==> src/rtl/twdl_pkg.sv <==
// Shared types and constants for the twiddle-parameter sequencer.
package twdl_pkg;

    localparam int W_QUO = 20;
    localparam int W_DEN = 12;
    localparam int W_FAC = 3;

    // The phase numerator scale: a full turn is 2^20 in 0.20 fixed point.
    localparam logic [W_QUO:0] PHASE_ONE = 21'h100000;

    // One restoring step per bit of PHASE_ONE.
    localparam logic [4:0] DIV_STEPS = 5'd21;

    typedef enum logic [1:0] {
        IDLE,
        DIV,
        RUN,
        FIN
    } state_t;

    typedef struct packed {
        logic [W_FAC-1:0] factor;
        logic [W_DEN-1:0] numrtr;
        logic [W_DEN-1:0] demontr;
        logic [W_QUO-1:0] quotient;
        logic [W_DEN-1:0] remainder;
    } twdl_rec_t;

endpackage

==> src/rtl/twdl_recip_div.sv <==
// Sequential restoring divider producing floor(2^20/D) and 2^20 mod D,
// one quotient bit per cycle over 21 cycles.
module twdl_recip_div
    import twdl_pkg::*;
(
    input  logic             clk,
    input  logic             rst_n,
    input  logic             start_i,
    input  logic [W_DEN-1:0] den_i,
    output logic             busy_o,
    output logic             done_o,
    output logic [W_QUO-1:0] qs_o,
    output logic [W_DEN-1:0] rs_o
);

    logic [4:0]       count_q, count_d;
    logic [W_DEN-1:0] den_q, den_d;
    logic [W_DEN-1:0] rem_q, rem_d;
    logic [W_QUO-1:0] quo_q, quo_d;
    logic             dividendBit;
    logic [W_DEN:0]   remShift;

    // The dividend is exactly 2^20, so only the first step shifts in a one.
    // The quotient register drops its MSB on each shift: that bit only becomes
    // nonzero for D==1, which the sequencer never sends here.
    always_comb begin
        count_d     = count_q;
        den_d       = den_q;
        rem_d       = rem_q;
        quo_d       = quo_q;
        dividendBit = (count_q == DIV_STEPS);
        remShift    = {rem_q, dividendBit};
        if (start_i) begin
            count_d = DIV_STEPS;
            den_d   = den_i;
            rem_d   = '0;
            quo_d   = '0;
        end else if (count_q != 5'd0) begin
            count_d = count_q - 5'd1;
            if (remShift >= {1'b0, den_q}) begin
                rem_d = W_DEN'(remShift - {1'b0, den_q});
                quo_d = {quo_q[W_QUO-2:0], 1'b1};
            end else begin
                rem_d = remShift[W_DEN-1:0];
                quo_d = {quo_q[W_QUO-2:0], 1'b0};
            end
        end
    end

    // Divider state registers.
    always_ff @(posedge clk) begin
        if (!rst_n) begin
            count_q <= '0;
            den_q   <= '0;
            rem_q   <= '0;
            quo_q   <= '0;
        end else begin
            count_q <= count_d;
            den_q   <= den_d;
            rem_q   <= rem_d;
            quo_q   <= quo_d;
        end
    end

    assign busy_o = (count_q != 5'd0);
    assign done_o = (count_q == 5'd1);
    assign qs_o   = quo_q;
    assign rs_o   = rem_q;

endmodule

==> src/rtl/twdl_param_gen.sv <==
// Per-stage twiddle-parameter sequencer: one reciprocal division per stage,
// then one {factor, n, D, q, r} record per butterfly under valid/ready.
module twdl_param_gen
    import twdl_pkg::*;
#(
    parameter int wQuo = W_QUO,
    parameter int wDen = W_DEN
) (
    input  logic            clk,
    input  logic            rst_n,
    input  logic            start,
    input  logic [2:0]      cfg_factor,
    input  logic [wDen-1:0] cfg_demontr,
    input  logic [wDen-1:0] cfg_nbfly,
    output logic            busy,
    output logic            done,
    output logic            cfg_err,
    output logic            out_val,
    input  logic            out_ready,
    output logic [2:0]      factor,
    output logic [wDen-1:0] twdl_numrtr_1,
    output logic [wDen-1:0] twdl_demontr,
    output logic [wQuo-1:0] twdl_quotient,
    output logic [wDen-1:0] twdl_remainder
);

    state_t           state_q, state_d;
    twdl_rec_t        rec_q, rec_d, nextRec;
    logic [W_DEN-1:0] remain_q, remain_d;
    logic             cfgErr_q, cfgErr_d;
    logic [W_DEN-1:0] effDen;
    logic             divStart, divBusy, divDone;
    logic [W_QUO-1:0] divQs;
    logic [W_DEN-1:0] divRs;
    logic [W_DEN:0]   numInc;
    logic [W_DEN:0]   remSum;
    logic [W_DEN-1:0] remAdj;
    logic [W_QUO-1:0] quoSum;

    // A zero denominator is illegal; treat it as 1 so the stage still runs.
    assign effDen = (cfg_demontr == '0) ? W_DEN'(1) : cfg_demontr;

    twdl_recip_div u_recipDiv (
        .clk     (clk),
        .rst_n   (rst_n),
        .start_i (divStart),
        .den_i   (effDen),
        .busy_o  (divBusy),
        .done_o  (divDone),
        .qs_o    (divQs),
        .rs_o    (divRs)
    );

    // Step the phase n/D to (n+1)/D by adding the reciprocal, wrapping at n==D.
    always_comb begin
        nextRec = rec_q;
        numInc  = {1'b0, rec_q.numrtr} + (W_DEN+1)'(1);
        remSum  = {1'b0, rec_q.remainder} + {1'b0, divRs};
        quoSum  = rec_q.quotient + divQs;
        remAdj  = remSum[W_DEN-1:0];
        if (remSum >= {1'b0, rec_q.demontr}) begin
            remAdj = W_DEN'(remSum - {1'b0, rec_q.demontr});
            quoSum = quoSum + W_QUO'(1);
        end
        if (numInc == {1'b0, rec_q.demontr}) begin
            nextRec.numrtr    = '0;
            nextRec.quotient  = '0;
            nextRec.remainder = '0;
        end else begin
            nextRec.numrtr    = numInc[W_DEN-1:0];
            nextRec.quotient  = quoSum;
            nextRec.remainder = remAdj;
        end
    end

    // Stage sequencing: accept a start, divide if needed, stream records, finish.
    always_comb begin
        state_d  = state_q;
        rec_d    = rec_q;
        remain_d = remain_q;
        cfgErr_d = cfgErr_q;
        divStart = 1'b0;
        case (state_q)
            IDLE: begin
                if (start) begin
                    rec_d.factor    = cfg_factor;
                    rec_d.numrtr    = '0;
                    rec_d.demontr   = effDen;
                    rec_d.quotient  = '0;
                    rec_d.remainder = '0;
                    remain_d        = cfg_nbfly;
                    cfgErr_d        = (cfg_demontr == '0);
                    if (cfg_nbfly == '0) begin
                        state_d = FIN;
                    end else if (effDen == W_DEN'(1)) begin
                        state_d = RUN;
                    end else begin
                        state_d  = DIV;
                        divStart = 1'b1;
                    end
                end
            end
            DIV: begin
                if (divDone || !divBusy) begin
                    state_d = RUN;
                end
            end
            RUN: begin
                if (out_ready) begin
                    rec_d    = nextRec;
                    remain_d = remain_q - W_DEN'(1);
                    if (remain_q == W_DEN'(1)) begin
                        state_d = FIN;
                    end
                end
            end
            FIN: begin
                state_d = IDLE;
            end
            default: begin
                state_d = IDLE;
            end
        endcase
    end

    // Sequencer state registers.
    always_ff @(posedge clk) begin
        if (!rst_n) begin
            state_q  <= IDLE;
            rec_q    <= '0;
            remain_q <= '0;
            cfgErr_q <= 1'b0;
        end else begin
            state_q  <= state_d;
            rec_q    <= rec_d;
            remain_q <= remain_d;
            cfgErr_q <= cfgErr_d;
        end
    end

    assign busy           = (state_q != IDLE);
    assign done           = (state_q == FIN);
    assign out_val        = (state_q == RUN);
    assign cfg_err        = cfgErr_q;
    assign factor         = rec_q.factor;
    assign twdl_numrtr_1  = rec_q.numrtr;
    assign twdl_demontr   = rec_q.demontr;
    assign twdl_quotient  = rec_q.quotient;
    assign twdl_remainder = rec_q.remainder;

endmodule

==> config.mk <==
export PLATFORM = sky130hd
export DESIGN_NAME = twdl_param_gen
export DESIGN_NICKNAME = d
export VERILOG_FILES = /design/src/rtl/twdl_pkg.sv /design/src/rtl/twdl_recip_div.sv /design/src/rtl/twdl_param_gen.sv
export SDC_FILE = /design/constraint.sdc
export NUM_CORES = 1
export LEC_CHECK = 0
export CAP_MARGIN = 20
export CORE_ASPECT_RATIO = 1.5
export CORE_MARGIN = 5
export CORE_UTILIZATION = 52
export CTS_BUF_LIST = sky130_fd_sc_hd__clkbuf_4 sky130_fd_sc_hd__clkbuf_8 sky130_fd_sc_hd__clkbuf_16
export DETAILED_ROUTE_END_ITERATION = 12
export PLACE_DENSITY_LB_ADDON = 0.08
export SLEW_MARGIN = 0
export SYNTH_ARGS = -nofsm -noshare
export SYNTH_HDL_FRONTEND = slang
export SYNTH_SLANG_ARGS = --single-unit
==> constraint.sdc <==
create_clock -name clk -period 4.4 [get_ports clk]
set_input_delay 0.88 -clock clk [delete_from_list [all_inputs] [get_ports clk]]
set_output_delay 0.88 -clock clk [all_outputs]
set_load 0.01 [all_outputs]
==> results of run 1 <==
## power by group through the flow
| stage | sequential (W) | combinational [W] | clock, W |
|---|---|---|---|
| 6_report | 0.00147 | 0.00334 | 0.00136 |
| 5_1_grt | 0.00149 | 0.00369 | 0.00143 |
| 4_1_cts | 0.00147 | 0.00312 | 0.00138 |
| 3_5_place_dp | 0.00149 | 0.00309 | 0 |
| 3_3_place_gp | 0.00148 | 0.00306 | 0 |
| 2_1_floorplan | 0.00144 | 0.00221 | 0 |
## placed cells by master, fill, tap and decap left out, types with 7 or more instances in the layout
cell type	n
ha_1	60
nor2_1	77
dfxtp_2	7
and2_1	10
a22oi_1	21
mux2i_1	17
inv_1	53
nor4_1	10
xnor2_1	52
clkdlybuf4s50_1	92
dfxtp_1	116
nor3_1	23
o21a_1	8
nor3b_1	14
clkbuf_16	17
nand3_1	19
nand2_1	118
a21oi_1	75
nor2b_1	75
nand4_1	9
a21boi_0	14
and3_1	8
buf_4	30
nand2b_1	9
a211oi_1	24
a21o_1	13
xor2_1	26
o21ai_0	57
## repair_timing
action / CTS / global route
gates resized for setup: 5 / 38
pin swaps: 0 / 16
buffers inserted: 0 / 9
endpoints found under the setup margin: 12 / 30
gates cloned: 0 / 0
## flip-flops by register name, summed over array words and instances (netlist names)
signal / flops
u_recipDiv.count_q: 5
twdl_remainder: 12
twdl_numrtr_1: 12
twdl_demontr: 12
u_recipDiv.qs_o: 20
u_recipDiv.den_q: 12
remain_q: 12
cfg_err: 1
u_recipDiv.rs_o: 12
factor: 3
twdl_quotient: 20
state_q: 2
## logic make-up (layout without fill, tap and decap cells)
group           after synthesis  after routing  synth area share
fa+ha+maj                    70             70            0.1057
buf+inv                     105            211           0.04597
simple gates                405            405            0.2392
compound gates              283            283            0.2154
mux                          20             20           0.02379
xor+xnor                     81             81           0.08275
flops                       123            123            0.2872
## worst max path at each step
stage / to / slack, ns / depth (start not counted)
2_1_floorplan: twdl_remainder[3]$_SDFFE_PN0P_ / 0.05 / 18
4_1_cts: twdl_remainder[8]$_SDFFE_PN0P_ / 0.009 / 18
3_3_place_gp: twdl_quotient[19]$_SDFFE_PN0P_ / 0.01 / 20
5_1_grt: twdl_quotient[19]$_SDFFE_PN0P_ / -0.05 / 20
6_report: twdl_quotient[5]$_SDFFE_PN0P_ / 0.13 / 19
3_5_place_dp: twdl_remainder[8]$_SDFFE_PN0P_ / -0.07 / 17
## routing by layer
layer  track usage  up-vias
li1              -     4016
met1        0.2758     3790
met2        0.4567      183
met3       0.05235       60
met4        0.1149        0
met5             0        -
## stage by stage
stage | setup WS, ns | std cells | util | instance area [sq um] | power [W]
after floorplan | 0.04662 | 1087 | - | 8573 | 0.003655
after detailed placement | -0.06581 | 1359 | 0.6032 | 9766 | 0.004577
after CTS | 0.009403 | 1390 | 0.6399 | 10360 | 0.005971
after global routing | -0.04614 | 1399 | 0.6538 | 10590 | 0.006619
after global placement | 0.01289 | 1359 | 0.6032 | 9766 | 0.004544
final | 0.1345 | 1399 | 0.6538 | 10590 | 0.006182
## final cells by class
cell class,count,share of cell area
flip-flops and latches,123,0.2335
clock buffers,23,0.04444
clock inverters,8,0.009102
inverters,55,0.01950
well taps,206,0.02435
multi-input cells,859,0.5574
repair buffers,125,0.1117
## tightest hold or removal path: stages, from the launching register on
cell and delay [ns]:
dfxtp_1 0.31, nand2_1 0.05, a21oi_1 0.05
==> results_dict.tcl, run 1 <==
set metrics [dict create \
    status "finished, final reports clean" \
    r2r_end "twdl_quotient[5]$_SDFFE_PN0P_" \
    wl_um 24230 \
    grt_pass1_vias 8067 \
    worstMarginPinSlew_ns 1.018 \
    cts_root_buf "clkbuf_16" \
    worstPathMaxFanout 5 \
    die_h_um 167.3 \
    period_share 0.9694 \
    vdd.ir_drop.worst_mv 0.3970 \
    critical_path.endpoint_type "flip-flop" \
    required_ns 4.69 \
    holdWs_ns 0.4648 \
    critical_path_buf_inv_count 1 \
    core_sq_um 16190 \
    wl_met2_um 12810 \
    fin_nets 1282 \
    drc_errors 0 \
    rows 57 \
    synth_nets 1188 \
    pwr-share-seq 0.238 \
    crit_start "twdl_remainder[1]$_SDFFE_PN0P_" \
    p_per_area_nw_per_um2 584.0 \
    io_buffers 93 \
    hpwlAfterDp_um 18030 \
    whs_path_depth 2 \
    synthCells 1087 \
    swShare 0.4147 \
    routedWlPerCell_um 17.32 \
    fin_skew_ns 0.01004 \
    grt_max_degree 58 \
    grt_antenna_before_repair 0 \
    tns_ns 0 \
    grtUsageTotal 0.2522 \
    fmax_ghz 0.2344 \
    clkSlewWorstSetupHoldPaths_ns 0.06 \
    grt_pass1_wl_um 39190 \
    arrival_ns 4.55 \
    synth.area.top_cells "dfxtp_1, ha_1, xnor2_1" \
    synth_area_per_cell_sq_um 7.887 \
    synth_seq_cells 123 \
    synth_edf_count 0 \
    p_clk_frac 0.221 \
    via_count 8049 \
    cts_sinks 123 \
    cts_tree "done" \
    ys.flop_type "dfxtp_1" \
    cellInternalPower_w 0.003618 \
    clkLatencyLatePin_ns 0.42 \
    synth.most_common_cell "dfxtp_1" \
    gp_congestion 0.9151 \
    critPathKind "flip-flop to flip-flop" \
    p_leak_nw 4.194 \
    num_antenna_cells 0 \
    htree_num_levels 4 \
    synthArstFlopShare 0 \
    drtPass1Iterations 6 \
    postCtsHoldBufs 0 \
    die_w_um 114.8 \
    synthesis.area_sq_um 8573 \
    drtIter0Drc 435 \
    cts_buffers 17 \
    regArea_sq_um 2471 \
    hold_end "u_recipDiv.qs_o[19]$_SDFFE_PP0P_" \
    synth_warnings 0 \
    fillers 1431 \
    cts_max_path_buffers 2 \
    relSlewSlack 0.3126 \
    max_cap_viol_count 0 \
    p_sw_w 0.002564 \
    wl_met1_um 9494 \
    drive_above_1_share 0.09723 \
    worstPathCellList "ha_1 -> a21o_1 -> a21oi_2 -> o21bai_1 -> a21oi_2 -> a21oi_2 -> o41ai_2 -> xnor2_1 -> ha_2 -> or3_4 -> or4_4 -> a31oi_4 -> a2bb2oi_4 -> buf_4 -> nor2_1 -> nand2_1 -> mux2i_1 -> xnor2_1 -> o21ai_0" \
    hold_start "u_recipDiv.qs_o[19]$_SDFFE_PP0P_" \
    r2r_start "twdl_remainder[1]$_SDFFE_PN0P_" \
    hold_viol 0 \
    ys_types 67 \
    area_growth_pct 23.47 \
    route.met3.wl_um 946 \
    synth_top_cell_area_share 0.2872 \
    antenna_left 0 \
    io_pins 94 \
    initial_core_util 0.5296 \
    dieArea_sq_um 19210 \
    detail_route.vias_per_cell 5.753 \
    synth_top_cell_by_area "dfxtp_1" \
    synth-seq-area-share 0.2872 \
    overflow 0 \
    finalSetupViolations 0 \
    multi_input_area_sq_um 5901 \
    reg2reg_slack_ns 0.13 \
    start_kind "flip-flop" \
    p_comb_frac 0.541 \
    crit_path_frequent_cell "a21oi_2" \
    cpLargestDelayFamily "compound AO/OA/AOI/OAI gates" \
    worst-r2r-cell-count 19 \
    drv_slew 0 \
    synth_commonest_cells "dfxtp_1, nand2_1, a21oi_1" \
    critPathMaxStageDelay_ns 0.53 \
    period_needed_ns 4.265 \
    slowest_stage "or4_4" \
    hold_path_class "flip-flop to flip-flop" \
    highest_layer "met4" \
]
No activity file was read; power rests on OpenSTA's default activity.
==> run 2, diff against run 1 <==
CELL_PAD_IN_SITES_DETAIL_PLACEMENT = 1   (was default)
CELL_PAD_IN_SITES_GLOBAL_PLACEMENT = 2   (was default)
CORE_UTILIZATION = 31   (was 52)
SLEW_MARGIN = default   (was 0)
==> run 2 against run 1 <==
Sequential power about the same; non-clock buffer count rose by 8; global-route usage fell by 5.9 points; worst hold slack better by 0.010 ns; highest routed layer unchanged.
==> results_dict.tcl, run 2 (synthesis results as in run 1) <==
set metrics [dict create \
    grt_pass1_vias 8671 \
    wl_um 29930 \
    holdWs_ns 0.4752 \
    critical_path.endpoint_type "flip-flop" \
    initial_core_util 0.3139 \
    status "finished, final reports clean" \
    cpLargestDelayFamily "simple AND/OR/NAND/NOR gates" \
    arrival_ns 4.63 \
    hpwlAfterDp_um 22630 \
    fmax_ghz 0.2310 \
    gp_congestion 0.7821 \
    p_per_area_nw_per_um2 591.9 \
    num_antenna_cells 0 \
    fin_nets 1290 \
    antenna_left 0 \
    rsz0062_at_grt "yes" \
    required_ns 4.70 \
    die_h_um 213.7 \
    hold_viol 0 \
    period_needed_ns 4.329 \
    fin_area_sq_um 10790 \
    drive_above_1_share 0.09068 \
    grt_max_degree 53 \
    cts_tree "done" \
    max_cap_viol_count 0 \
    routedWlPerCell_um 19.38 \
    pre_cts_ws_ns -0.05197 \
    dp.cells 1506 \
    via_count 8162 \
    setup_slack_ns 0.07131 \
    critical_path_buf_inv_count 2 \
    r2r_start "u_recipDiv.rs_o[0]$_SDFFE_PP0P_" \
    worstPathMaxFanout 8 \
    tns_ns 0 \
    worstPathCellList "ha_4 -> inv_2 -> fa_2 -> nor2b_4 -> o31a_1 -> nor4_4 -> nor2_1 -> nor2_1 -> xnor2_1 -> ha_1 -> nand2_1 -> nor3_2 -> or4_1 -> a31oi_2 -> a2bb2oi_2 -> buf_6 -> or3_4 -> or4_4 -> nor4b_4 -> xnor2_1 -> o21ai_1" \
    io_buffers 93 \
    detail_route.vias_per_cell 5.286 \
    critPathKind "flip-flop to flip-flop" \
    core_sq_um 27310 \
    postCtsHoldBufs 0 \
    grtUsageTotal 0.1932 \
    worstMarginPinSlew_ns 1.015 \
    cts_buffers 17 \
    start_kind "flip-flop" \
    slowest_stage "or4_4" \
    grt_antenna_before_repair 0 \
    p_leak_nw 4.223 \
    grt_pass1_wl_um 47330 \
    vdd.ir_drop.worst_mv 0.3690 \
    period_share 0.9838 \
    drv_slew 0 \
    fin_skew_ns 0.01185 \
    worst-r2r-cell-count 21 \
    drtPass1Iterations 4 \
    r2r_end "twdl_quotient[19]$_SDFFE_PN0P_" \
    htree_num_levels 4 \
    final_common_cell "dfxtp_1" \
    dpl-instance-area_sq_um 10010 \
    hold_start "u_recipDiv.qs_o[19]$_SDFFE_PP0P_" \
    area_growth_pct 25.80 \
    rows 74 \
    reg2reg_slack_ns 0.07 \
    final_cell_mix "dfxtp_1, nand2_1, clkdlybuf4s50_1, nor2_1, a21oi_1" \
    cts_root_buf "clkbuf_16" \
    io_pins 94 \
    overflow 0 \
    dieArea_sq_um 31150 \
    whs_path_depth 2 \
    die_w_um 145.8 \
    cts_max_path_buffers 2 \
    drc_errors 0 \
    hold_end "u_recipDiv.qs_o[19]$_SDFFE_PP0P_" \
    hold_path_class "flip-flop to flip-flop" \
    clkSlewWorstSetupHoldPaths_ns 0.07 \
    drtIter0Drc 222 \
    critPathMaxStageDelay_ns 0.56 \
    relSlewSlack 0.3217 \
    cts_sinks 123 \
    finalSetupViolations 0 \
    clkLatencyLatePin_ns 0.44 \
    layout.cells.non_filler 1544 \
]
## run 2: changes by cell type in the layout (fill, tap and decap cells not counted), sizes merged
cell | previous run | this run
buf | 33 | 41
clkbuf | 23 | 18
clkinvlp | 1 | 5
bufinv | 2 | 4
clkinv | 5 | 4
inv | 55 | 56
## run 2: where the power goes
part | total [W] | internal, W | switching (W)
logic | 0.00338 | 0.00141 | 0.00197
clock network | 0.00154 | 0.000963 | 0.000575
registers | 0.00147 | 0.00128 | 0.000185
## run 2: layout make-up
type | instances | area, sq um
fill | 3291 | 16530
clock buffer | 18 | 439.2
clock inverter | 14 | 193.9
multi-input combinational | 859 | 5822
inverter | 55 | 206.4
tap | 342 | 427.9
sequential | 123 | 2466
timing repair buffer | 133 | 1230
## run 2: metal layers
layer	track usage	routed length [um]
met4	0.08489	878
met2	0.3716	15990
met5	0	0
met3	0.02727	653
met1	0.2104	12410
## run 2: worst max path at each step
stage | endpoint | depth (start not counted) | start
finish | twdl_quotient[19]$_SDFFE_PN0P_ | 21 | u_recipDiv.rs_o[0]$_SDFFE_PP0P_
global route | twdl_quotient[18]$_SDFFE_PN0P_ | 20 | u_recipDiv.rs_o[0]$_SDFFE_PP0P_
CTS | twdl_quotient[19]$_SDFFE_PN0P_ | 21 | twdl_remainder[1]$_SDFFE_PN0P_
detailed placement | twdl_quotient[19]$_SDFFE_PN0P_ | 21 | twdl_remainder[0]$_SDFFE_PN0P_
global placement | twdl_quotient[19]$_SDFFE_PN0P_ | 21 | twdl_remainder[0]$_SDFFE_PN0P_
floorplan | twdl_remainder[3]$_SDFFE_PN0P_ | 18 | twdl_remainder[1]$_SDFFE_PN0P_
## run 2: repair_timing
item / 4_1_cts / 5_1_grt
gates cloned: 0 / 0
resized for setup: 3 / 21
endpoints found under the setup margin: 3 / 32
pin swaps: 0 / 24
setup buffers: 0 / 7
## run 2: tightest hold or removal path, cell delays in order (launching register included)
cell and delay, ns:
dfxtp_1 0.32, nand2_1 0.06, a21oi_1 0.05
## run 2: stage by stage
step	utilization	power, W
floorplan	-	0.003655
global placement	0.3664	0.004792
detailed placement	0.3664	0.004810
CTS	0.3902	0.006397
global route	0.3949	0.006897
finish	0.3949	0.006384
